$ cat config.mk
export PLATFORM = sky130hd
export DESIGN_NAME = uart_receiver_flat
export DESIGN_NICKNAME = d
export VERILOG_FILES = /design/src/rtl/uart_receiver_if.sv /design/src/rtl/uart_receiver.sv /design/src/flat_wrapper.sv
export SDC_FILE = /design/constraint.sdc
export NUM_CORES = 1
export LEC_CHECK = 0
export ABC_AREA = 1
export ABC_CLOCK_PERIOD_IN_PS = 2000
export BUFFER_PORTS_ARGS = -buffer_cell sky130_fd_sc_hd__buf_2
export CORE_MARGIN = 2
export CORE_UTILIZATION = 53
export DETAILED_ROUTE_END_ITERATION = 8
export PLACE_DENSITY_LB_ADDON = 0.15
export SKIP_LAST_GASP = 1
export SYNTH_ARGS = -nofsm -noshare
export SYNTH_HDL_FRONTEND = slang
export SYNTH_SLANG_ARGS = --single-unit
export TNS_END_PERCENT = 30
$ cat constraint.sdc
create_clock -name clk -period 2 [get_ports clk]
set_clock_uncertainty 0.05 [all_clocks]
set_input_delay 0.4 -clock clk [delete_from_list [all_inputs] [get_ports clk]]
set_output_delay 0.4 -clock clk [all_outputs]
set_load 0.03 [all_outputs]
$ cat src/rtl/uart_receiver_if.sv
// Byte-stream handshake between the UART receiver and its consumer.
// The receiver drives data/valid as master; the consumer drives ready.
interface uart_receiver_if;
  logic [7:0] data_out;
  logic       data_out_valid;
  logic       data_out_ready;

  modport master (
    output data_out,
    output data_out_valid,
    input  data_out_ready
  );

  modport slave (
    input  data_out,
    input  data_out_valid,
    output data_out_ready
  );
endinterface

$ cat src/rtl/uart_receiver.sv
// UART receive stage: 8N1 serial in, bytes out on valid/ready.
// Even parity is compiled in when UART_RX_PARITY_EN is defined.
module uart_receiver #(
  parameter int CLOCK_FREQ = 50_000_000,
  parameter int BAUD_RATE  = 115200
) (
  input  logic clk,
  input  logic reset,
  input  logic serial_in,
  uart_receiver_if.master rx_if,
  output logic frame_error,
  output logic overrun,
  output logic parity_error
);

  localparam int BIT_T  = CLOCK_FREQ / BAUD_RATE;
  localparam int HALF_T = BIT_T / 2;
  localparam int CW     = $clog2(BIT_T);

  localparam logic [CW-1:0] BIT_END  = CW'(BIT_T - 1);
  localparam logic [CW-1:0] HALF_END = CW'(HALF_T - 1);

`ifdef UART_RX_PARITY_EN
  typedef enum logic [2:0] {
    IDLE, START, DATA, PARITY, STOP, BRK
  } state_t;
`else
  typedef enum logic [2:0] {
    IDLE, START, DATA, STOP, BRK
  } state_t;
`endif

  state_t state_q, state_d;

  logic          rx_m, rx_s;
  logic [CW-1:0] cnt_q, cnt_d;
  logic [2:0]    idx_q, idx_d;
  logic [7:0]    shift_q, shift_d;
  logic [7:0]    data_q, data_d;
  logic          valid_q, valid_d;
  logic          fe_q, fe_d;
  logic          ov_q, ov_d;
  logic          pe_d;
  logic          deliver;
  logic          tick, half;

  assign tick = (cnt_q == BIT_END);
  assign half = (cnt_q == HALF_END);

  always_ff @(posedge clk or posedge reset) begin
    if (reset) begin
      rx_m <= 1'b1;
      rx_s <= 1'b1;
    end else begin
      rx_m <= serial_in;
      rx_s <= rx_m;
    end
  end

`ifdef UART_RX_PARITY_EN
  logic par_q, par_d, pe_q;

  always_ff @(posedge clk or posedge reset) begin
    if (reset) begin
      par_q <= 1'b0;
      pe_q  <= 1'b0;
    end else begin
      par_q <= par_d;
      pe_q  <= pe_d;
    end
  end

  assign parity_error = pe_q;
`else
  assign parity_error = 1'b0;
`endif

  always_ff @(posedge clk or posedge reset) begin
    if (reset) begin
      state_q <= IDLE;
      cnt_q   <= '0;
      idx_q   <= '0;
      shift_q <= '0;
      data_q  <= '0;
      valid_q <= 1'b0;
      fe_q    <= 1'b0;
      ov_q    <= 1'b0;
    end else begin
      state_q <= state_d;
      cnt_q   <= cnt_d;
      idx_q   <= idx_d;
      shift_q <= shift_d;
      data_q  <= data_d;
      valid_q <= valid_d;
      fe_q    <= fe_d;
      ov_q    <= ov_d;
    end
  end

  always_comb begin
    state_d = state_q;
    cnt_d   = cnt_q + 1'b1;
    idx_d   = idx_q;
    shift_d = shift_q;
    data_d  = data_q;
    valid_d = valid_q;
    fe_d    = 1'b0;
    ov_d    = 1'b0;
    pe_d    = 1'b0;
    deliver = 1'b0;
`ifdef UART_RX_PARITY_EN
    par_d   = par_q;
`endif

    if (valid_q && rx_if.data_out_ready)
      valid_d = 1'b0;

    unique case (state_q)
      IDLE: begin
        cnt_d = '0;
        if (!rx_s)
          state_d = START;
      end
      START: begin
        if (half) begin
          cnt_d   = '0;
          idx_d   = '0;
          state_d = rx_s ? IDLE : DATA;
        end
      end
      DATA: begin
        if (tick) begin
          cnt_d          = '0;
          shift_d[idx_q] = rx_s;
          idx_d          = idx_q + 3'd1;
          if (idx_q == 3'd7)
`ifdef UART_RX_PARITY_EN
            state_d = PARITY;
`else
            state_d = STOP;
`endif
        end
      end
`ifdef UART_RX_PARITY_EN
      PARITY: begin
        if (tick) begin
          cnt_d   = '0;
          par_d   = rx_s;
          state_d = STOP;
        end
      end
`endif
      STOP: begin
        if (tick) begin
          cnt_d = '0;
          if (rx_s) begin
            state_d = IDLE;
`ifdef UART_RX_PARITY_EN
            if (^{shift_q, par_q})
              pe_d = 1'b1;
            else
              deliver = 1'b1;
`else
            deliver = 1'b1;
`endif
          end else begin
            fe_d    = 1'b1;
            state_d = BRK;
          end
        end
      end
      BRK: begin
        cnt_d = '0;
        if (rx_s)
          state_d = IDLE;
      end
      default: begin
        cnt_d   = '0;
        state_d = IDLE;
      end
    endcase

    // A same-edge consume frees the slot for the new byte.
    if (deliver) begin
      if (!valid_q || rx_if.data_out_ready) begin
        data_d  = shift_q;
        valid_d = 1'b1;
      end else begin
        ov_d = 1'b1;
      end
    end
  end

  assign rx_if.data_out       = data_q;
  assign rx_if.data_out_valid = valid_q;
  assign frame_error          = fe_q;
  assign overrun              = ov_q;

endmodule

$ cat src/flat_wrapper.sv
// flat-port wrapper written by rule: the top's interface ports become plain ports
module uart_receiver_flat 
#(
  parameter int CLOCK_FREQ = 50_000_000,
  parameter int BAUD_RATE  = 115200
)
  (clk, reset, serial_in, frame_error, overrun, parity_error, rx_if_data_out, rx_if_data_out_valid, rx_if_data_out_ready);
  uart_receiver_if rx_if_i ();
  input  logic clk;
  input  logic reset;
  input  logic serial_in;
  output logic frame_error;
  output logic overrun;
  output logic parity_error;
  output wire logic [$bits(rx_if_i.data_out)-1:0] rx_if_data_out;
  output wire logic [$bits(rx_if_i.data_out_valid)-1:0] rx_if_data_out_valid;
  input wire logic [$bits(rx_if_i.data_out_ready)-1:0] rx_if_data_out_ready;
  assign rx_if_data_out = rx_if_i.data_out;
  assign rx_if_data_out_valid = rx_if_i.data_out_valid;
  assign rx_if_i.data_out_ready = rx_if_data_out_ready;
  uart_receiver #(.CLOCK_FREQ(CLOCK_FREQ), .BAUD_RATE(BAUD_RATE)) u_core (.clk(clk), .reset(reset), .serial_in(serial_in), .rx_if(rx_if_i), .frame_error(frame_error), .overrun(overrun), .parity_error(parity_error));
endmodule
Word-level counts from Yosys, hierarchy flattened
Cells that the tools add are included.

Muxes and demuxes: 29. Add/subtract/negate cells: 2. Reductions and logical operators: 11. Equal/unequal tests: 13. Order comparisons: 2.

Operators with widths (number): two-way mux 3 bit (9); two-way mux 9 bit (2); one-hot mux 9 bit (2 select lines) (1); one-hot mux 3 bit (5 select lines) (1); two-way mux 1 bit (12); != test 2 x 1 -> 1 bit, second input constant (5); adder 9 x 1 -> 9 bit, second input constant (1); equality test 9 x 8 -> 1 bit, second input constant (1); equality test 9 bit, second input constant (1); bitwise mux 8 bit (1); equality test 3 x 2 -> 1 bit, second input constant (2); equality test 3 bit, second input constant (2); one-hot mux 3 bit (2 select lines) (1); AND reduction 6 bit (1); < comparator 3 x 4 -> 1 bit, second input constant (1); AND reduction 2 bit (2); adder 3 x 1 -> 3 bit, second input constant (1); demux 1 bit (select 3 bit) (1); equality test 3 x 1 -> 1 bit, second input constant (1); greater-or-equal comparator 3 x 1 -> 1 bit, second input constant (1); zero test 3 bit (1); AND reduction 3 bit (1); logical AND 1 bit (2); two-way mux 2 bit (1); other kinds (5) (5).

Logic and storage cells: 67. Register bits: 36. Output and inout bits: 12. Bits of input ports: 4.

Logic depth before layout (Yosys ltp)
Gate-level depths: netlist (run 1).

Word-level depth: 5. Mapped depth: 11. Mapped depth without buffers: 11.

Worst setup path before layout (run 1)
OpenSTA, ideal clock, no wires.

Path kind: flip-flop to flip-flop. Start: register u_core.cnt_q[1]. End: register u_core.shift_q[1]. Arrival time: 1.270 ns. Required time: 1.818 ns. Cell stages (with the launch flop): 10. Library setup time: 0.132 ns. Path slack: 0.547 ns. Buffers on the path: 0. Clock period less this slack: 1.453 ns. Cell sequence: dfrtp_1 inv_1 ha_1 nand2_1 nor2_1 nand2_4 nor2_4 nand3_1 nand2_1 o21ai_1.

Word-level cells in the longest chain between the ends: 2.

RTL lines: from (decl) (RTL line uart_receiver.sv:36) `logic [CW-1:0] cnt_q, cnt_d;`; from (signal assigned) (RTL line uart_receiver.sv:90) `cnt_q <= cnt_d;`; equality test 9 bit (RTL line uart_receiver.sv:47) `assign tick = (cnt_q == BIT_END);`; AND reduction 2 bit (no source line); to (signal assigned) (RTL line uart_receiver.sv:92) `shift_q <= shift_d;`; to (decl) (RTL line uart_receiver.sv:38) `logic [7:0] shift_q, shift_d;`.

No other way between the ends. A chain may end at the register's enable or synchronous reset.

Worst setup path in the final report (run 1)
Start: register u_core.cnt_q[1]. End: register u_core.data_q[4] (netlist: u_core.rx_if.data_out[4]).

Word-level cells in the longest chain between the ends: 4.

RTL lines: equality test 9 bit (RTL line uart_receiver.sv:47); two-way mux 1 bit (RTL line uart_receiver.sv:154) `if (tick) begin`; two-way mux 1 bit (RTL line uart_receiver.sv:118) `unique case (state_q)`; AND reduction 2 bit (no source line); to (signal assigned) (RTL line uart_receiver.sv:93) `data_q <= data_d;`; to (decl) (RTL line uart_receiver.sv:39) `logic [7:0] data_q, data_d;`.

No other way between the ends.

==> results.md, run 1 <==
- Status: completed
- CTS Sinks: 36
- Area grow syn2layout: 11.0%
- Vert. Die Dim: slightly above 60 um
- Final setup violation count: 0
- Slew Viols, Final: 0
- Crit start category: flip-flop
- Synth unique cells: 32
- Worst-Skew Late Latency: 0.33 ns
- Final period utilization: 81.4%
- All-layer global routing usage: between 10% and 20%
- Final hold violation count: 0
- Flops & latches, synth: 36
- Dpl cell area: about 1900 um2
- Non-Filler Instances: between 200 and 300
- Reg2reg path depth: 9
- Core area: 3280 um2
- Layout cell share with drive strength beyond 1: 20.0%
- Vias per cell: 5.02
- Grt ovf: 0
- Syn_area_per_cell: roughly 8.6 um2
- Worst reg2reg startpoint: u_core.cnt_q[1]
- Number of global-route vias before repair: approximately 1,300
- Crit Path Max Fanout: 10
- LEAKAGE: just over 1 nW
- Post-detailed-route count of antenna-violating nets: 0
- Ant. Diodes: 0
- IO buf count: 14
- FP Rows: 21
- Post-synthesis sequential area ratio: 50.7%
- Post-CTS Setup Bufs: 0
- Final core utilization: between 60% and 70%
- Die area: around 3800 um2
- Class of the tightest hold or removal check: input port to async pin
- H-Tree Depth: 2
- CP Capture Type: flip-flop
- Die X: 62.0 um
- Drt total wl: about 3.2 mm
- Mapped Cells: 206
- Reg-to-reg slack, setup: between 0.3 and 0.4 ns
- Synth area leader: dfrtp_1
- RSZ-0062 raised after global routing: false
- Max-cap violations: 0
- WL/cell: 12.0 um
- Num CTS Buffers: 5
- CP Data Required Time: roughly 2.2 ns
- Design Area, Final: roughly 2000 um2
- IO Pins: 16
- Placer Congestion: a little under 0.9
- Via Count: around 1,400
- CTS tree: yes
- Top_reg_cell synth: dfrtp_1
- Post-CTS Resized: 0
- Total chip power: ~1.3 mW
- Largest net degree at the start of global routing: 37
- Async set-or-reset flop fraction in the synthesized netlist: 100%
- Pre-Repair DR Iteration Count: 4
- RR Endpoint: u_core.rx_if.data_out[4]
- Top post-synthesis cells by area: dfrtp_1 (48%), nand2_1 (12%), nand3_1 (6.5%)
- PwrDens: 633 nW/um2
- Nets@finish: ~230
- Synth warnings: 0
- Post-synth design cell area: between 1500 and 2000 um2
- Dpl hpwl: between 2 and 2.5 mm
- Minimum clock period: approximately 1.6 ns
- Fmax: a little over 600 MHz
- Initial Utilization: between 50% and 60%
- Longest Clk Path Bufs: 2
- Top cells by count, synth: nand2_1 (55), dfrtp_1 (34), nand3_1 (23), inv_1 (19), nor2_1 (14)
- Arrival time worst endpoint: approximately 1.8 ns
- Hold buffers post-CTS: 0
- Global-route wire length before repair: between 5 and 6 mm
- Dpl cells: approximately 260
- Syn nets: between 200 and 250
- Residual DRC: 0
- Area share of the largest cell type after synthesis: a little under half
- Clock transition at the registers of the reported paths: 0.12 ns
- DR iter-0 viols: 78
- Final TNS setup: 0 ns
- Crit path kind: flip-flop to flip-flop
- Post-synth EDFFs: 0
- Clk root buf: clkbuf_4
- Initial antenna violation count: 0
- Maximum VDD drop: 0.000382 V
- Most frequent cell after synthesis: nand2_1
[per-stage QoR]
| step | hold WS [ns] | worst slack (ns) |
|---|---|---|
| floorplan | 0.295 | 0.547 |
| global placement | 0.296 | 0.409 |
| global route | 0.0976 | 0.197 |
| CTS | 0.0978 | 0.357 |
| detailed placement | 0.297 | 0.381 |
| finish | 0.0997 | 0.372 |
[cell type report]
type | count | area (um2)
Tap cell | 46 | 57.6
Clock buffer | 5 | 37.5
Timing Repair Buffer | 15 | 77.6
Inverter | 24 | 90.1
Fill cell | 292 | 1310
Multi-Input combinational cell | 142 | 767
Clock inverter | 3 | 42.5
Sequential cell | 36 | 903
[layout by cell type (no fill, tap or decap), drive strengths merged, types with 2 or more instances in the layout]
| cell | n |
|---|---|
| ha | 5 |
| inv | 24 |
| nand2 | 60 |
| o21ai | 8 |
| clkbuf | 5 |
| dfrtp | 34 |
| nand3 | 25 |
| buf | 15 |
| nor2 | 17 |
| a21oi | 9 |
| xor2 | 6 |
| dfstp | 2 |
| nor3 | 4 |
[worst max path at each step]
stage / startpoint / end / cells after the start
after floorplan: u_core.cnt_q[1] / u_core.shift_q[1] / 9
final: u_core.cnt_q[1] / u_core.rx_if.data_out[4] / 9
after detailed placement: u_core.cnt_q[1] / u_core.rx_if.data_out[1] / 9
after global routing: u_core.cnt_q[1] / u_core.rx_if.data_out[3] / 9
after global placement: u_core.cnt_q[1] / u_core.rx_if.data_out[5] / 8
after CTS: u_core.cnt_q[1] / u_core.rx_if.data_out[1] / 9
[cells by family after synthesis]
| group | synth area share, % |
|---|---|
| compound gates | 6.32 |
| xor+xnor | 3.44 |
| other cells | 0.211 |
| fa+ha+maj | 3.51 |
| simple gates | 29.6 |
| flops | 50.7 |
| buf+inv | 6.18 |
[state kept, by name, indices dropped and copies added (netlist names)]
name                         flops
u_core.frame_error               1
u_core.overrun                   1
u_core.rx_if.data_out_valid      1
u_core.rx_m                      1
u_core.rx_if.data_out            8
u_core.idx_q                     3
u_core.cnt_q                     9
u_core.state_q                   3
u_core.rx_s                      1
u_core.shift_q                   8
[critical path, cell delays in order, from the launching register on]
cell,delay [ns]
dfrtp_1,0.41
inv_1,0.09
ha_1,0.14
nand2_1,0.05
nor2_1,0.18
nand2_4,0.15
inv_2,0.08
nand4_2,0.20
nand2_1,0.13
nand2_1,0.06
[power by group]
part	switching, mW	internal [mW]
clock network	0.230	0.261
registers	0.00201	0.731
logic	0.0216	0.00432
total	0.254	0.996
[metal layers]
| metal | wire, um | GRT usage [%] | up-vias |
|---|---|---|---|
| met4 | 20 | 6.99 | 0 |
| met1 | 1470 | 24.2 | 650 |
| met2 | 1680 | 35.0 | 21 |
| met3 | 72 | 3.93 | 2 |
| li1 | - | - | 688 |
| met5 | 0 | 0 | - |
(Power assumes the default switching activity.)
==> run 2: changes to the inputs <==
--- a/config.mk
+++ b/config.mk
@@ -5,8 +5,8 @@
 export SDC_FILE = /design/constraint.sdc
 export NUM_CORES = 1
 export LEC_CHECK = 0
-export ABC_AREA = 1
-export ABC_CLOCK_PERIOD_IN_PS = 2000
+export ABC_AREA = 0
+export ABC_CLOCK_PERIOD_IN_PS = 1700
 export BUFFER_PORTS_ARGS = -buffer_cell sky130_fd_sc_hd__buf_2
 export CORE_MARGIN = 2
 export CORE_UTILIZATION = 53
==> constraint.sdc (replaced) <==
create_clock -name clk -period 1.7 [get_ports clk]
set_clock_uncertainty 0.05 [all_clocks]
set_input_delay 0.34 -clock clk [delete_from_list [all_inputs] [get_ports clk]]
set_output_delay 0.34 -clock clk [all_outputs]
set_load 0.03 [all_outputs]
==> run 2 against run 1 <==
  * The run now ends with negative setup slack left
  * Die area fell by 3.8%
  * Cell count is 17% lower
  * First-iteration DRC count shrank 40%
  * Cell area is 8.7% higher
  * Core utilization grew 10 points
  * Clock-buffer cell count is 1 higher
  * Routed wire length decreased by 0.43%
  * Sequential power rose by 17%
  * Critical path type unchanged
  * Critical endpoint is now u_core.state_q[0]
  * Largest cell class unchanged
==> results.md, run 2 <==
- Status: complete, but fails checks
- Failing checks: negative setup slack
- Dpl cells: 218 (-17%)
- Minimum clock period: 1.83 ns (+0.206 ns)
- Non-Filler Instances: 226 (-17%)
- Final setup violation count: 25 (+25)
- CTS tree: yes
- CP Data Required Time: 1.88 ns (-0.29 ns)
- Hold buffers post-CTS: 0 (unchanged)
- Biggest register: u_core.cnt_q
- Async set-or-reset flop fraction in the synthesized netlist: 100% (unchanged)
- Synth warnings: 0 (unchanged)
- Clk root buf: clkbuf_4
- IO buf count: 14 (unchanged)
- Synth unique cells: 41 (+28%)
- Crit path kind: flip-flop to flip-flop
- Worst Path Buf+Inv: 2 (unchanged)
- Final hold violation count: 0 (unchanged)
- Via Count: 1,220 (-10%)
- Synth area leader: dfrtp_1
- PwrDens: 609 nW/um2 (-3.7%)
- FP Rows: 20 (-4.8%)
- Area grow syn2layout: 25.6%
- Final TNS setup: -1.72 ns (-1.72 ns)
- Nets@finish: 191 (-18%)
- Fmax: 545 MHz (-11%)
- Final WS setup: -0.134 ns (-0.506 ns)
- IO Pins: 16 (unchanged)
- Global-route wire length before repair: 5.46 mm (-3.1%)
- Placer Congestion: 0.812 (-6.1%)
- Die area: 3690 um2 (-3.8%)
- Flops & latches, synth: 36 (unchanged)
- Vias per cell: 5.40 (+7.5%)
- Initial antenna violation count: 0 (unchanged)
- Post-synth EDFFs: 0 (unchanged)
- # fillers: 241 (-17%)
- H-Tree Depth: 2 (unchanged)
- LEAKAGE: 0.989 nW (-3.1%)
- RSZ-0062 raised after global routing: true
- Critical Path, Cell by Cell: inv_2 -> ha_1 -> or4b_4 -> o21ba_4 -> buf_4 -> a31oi_4 -> o21ai_0
- Ant. Diodes: 0 (unchanged)
- Mapped Cells: 145 (-30%)
- Clock transition at the registers of the reported paths: 0.11 ns (about the same)
- Final period utilization: 108% (+26 points)
- Grt ovf: 0 (unchanged)
- Top_reg_cell synth: dfrtp_1
- Drt total wl: 3.23 mm (-0.43%)
- Leading cell type in the layout, fill and taps excluded: dfrtp_1
- Worst-Skew Late Latency: 0.33 ns (about the same)
- Top delay family on crit path: simple AND/OR/NAND/NOR gates
- Most frequent cell after synthesis: dfrtp_1
- Commonest cells after routing, fill and taps aside: dfrtp_1 (33), buf_4 (21), nor2_1 (14), buf_2 (14)
- CP Capture Type: flip-flop
- Crit Path Max Fanout: 3 (-7)
- Maximum VDD drop: 0.000603 V (+58%)
- Initial Utilization: 56.0% (+1.8 points)
- CTS Sinks: 36 (unchanged)
- Top cells by count, synth: dfrtp_1 (34), mux2_2 (16), nor2_1 (14), nand2_1 (8), nor3_1 (7)
- Die X: 60.8 um (-1.9%)
- Pre-Repair DR Iteration Count: 4 (unchanged)
- Largest net degree at the start of global routing: 37 (unchanged)
- Syn_area_per_cell: 11.8 um2 (+36%)
- Final core utilization: 70.3% (+10 points)
- Largest register FFs: 9 (unchanged)
- Crit start category: flip-flop
- DR iter-0 viols: 47 (-40%)
- Slew Viols, Final: 0 (unchanged)
- Post-synth design cell area: 1710 um2 (-4.0%)
- Syn nets: 154 (-28%)
- Reg-to-reg slack, setup: -0.13 ns (-0.51 ns)
- Dpl hpwl: 2.20 mm (-9.5%)
- Residual DRC: 0 (unchanged)
- WL/cell: 14.3 um (+19%)
- Slowest CP cell: or4b_4
- Vert. Die Dim: 60.8 um (-1.9%)
- Core area: 3050 um2 (-7.0%)
- Layout cell share with drive strength beyond 1: 46.2% (+26 points)
- Longest Clk Path Bufs: 2 (unchanged)
- CP peak stage delay: 0.47 ns (+0.06 ns)
- Design Area, Final: 2150 um2 (+8.7%)
- All-layer global routing usage: 20.6% (+0.70 points)
- Arrival time worst endpoint: 2.01 ns (+0.22 ns)
- Post-synthesis sequential area ratio: 52.9% (+2.1 points)
- Number of global-route vias before repair: 1,210 (-7.9%)
- Num CTS Buffers: 5 (unchanged)
- Class of the tightest hold or removal check: input port to async pin
- Multi-input gate area: 871 um2 (+14%)
- Post-detailed-route count of antenna-violating nets: 0 (unchanged)
- Dpl cell area: 1990 um2 (+4.8%)
- Top post-synthesis cells by area: dfrtp_1 (50%), mux2_2 (11%), ha_1 (3.7%)
- Seq. cell area: 905 um2 (+0.14%)
- Area share of the largest cell type after synthesis: 49.8% (+2.0 points)
- Max-cap violations: 0 (unchanged)
run 2: repair_timing:
action                     4_1_cts  5_1_grt
gates resized for setup         13       11
pin swaps                        4        2
setup endpoints to repair       29       31
setup buffers                    0        0
gates cloned                     0        1
run 2: kinds of logic (layout without fill, tap and decap cells):
group                      after synthesis  count (layout)  share of synthesized area [%]
other                                    1               1                          0.219
muxes                                   18              18                           11.7
xor gates and xnor gates                 7               7                           3.59
AOI/OAI and AO/OA                       11              11                           4.98
and+or+nand+nor                         57              57                           20.4
DFF                                     36              36                           52.9
adders and majority gates                5               5                           3.66
buffers and inverters                   10              47                           2.56
run 2: path summary, 6_finish.rpt:
path / start / endpoint / cells after the start
max in group asynchronous: reset / u_core.rx_s / 3
hold reg to reg: u_core.rx_m / u_core.rx_s / 0
setup / recovery: u_core.cnt_q[0] / u_core.state_q[0] / 7
min in group clk: serial_in / u_core.rx_m / 1
hold / removal: reset / u_core.idx_q[0] / 3
setup reg to reg: u_core.cnt_q[0] / u_core.state_q[0] / 7
run 2: final cells by class:
cell class	instances	share of cell area, %
inverter	3	0.524
clock buffer	6	1.92
clock inverter	1	0.233
tap	44	2.56
timing repair buffer	37	12.1
multi-input combinational	99	40.6
sequential	36	42.1
run 2: per-stage QoR:
step	setup slack (ns)	total power, mW	hold slack, ns
2_1_floorplan	-0.0900	0.899	0.294
3_3_place_gp	-0.102	0.910	0.298
3_5_place_dp	-0.189	0.910	0.297
4_1_cts	-0.107	1.33	0.0337
5_1_grt	-0.198	1.37	0.0241
6_report	-0.134	1.31	0.0330
run 2: worst reg2reg max path, stage by stage, from the launching register on:
cell,delay (ns)
dfrtp_2,0.45
inv_2,0.06
ha_1,0.13
or4b_4,0.47
o21ba_4,0.22
buf_4,0.14
a31oi_4,0.13
o21ai_0,0.10
run 2: routing by layer:
metal  share of wire (%)  global-route usage [%]  vias up
li1                    -                       -      591
met4                 1.9                    10.2        0
met3                 3.3                    4.48        8
met1                  49                    27.6      597
met2                  46                    31.6       24
met5                   0                       0        -
run 2: power by group:
part | switching [mW] | internal, mW | leakage, nW
clock | 0.263 | 0.152 | 0.0281
combinational | 0.0240 | 0.00676 | 0.481
sequential | 0.00130 | 0.860 | 0.480
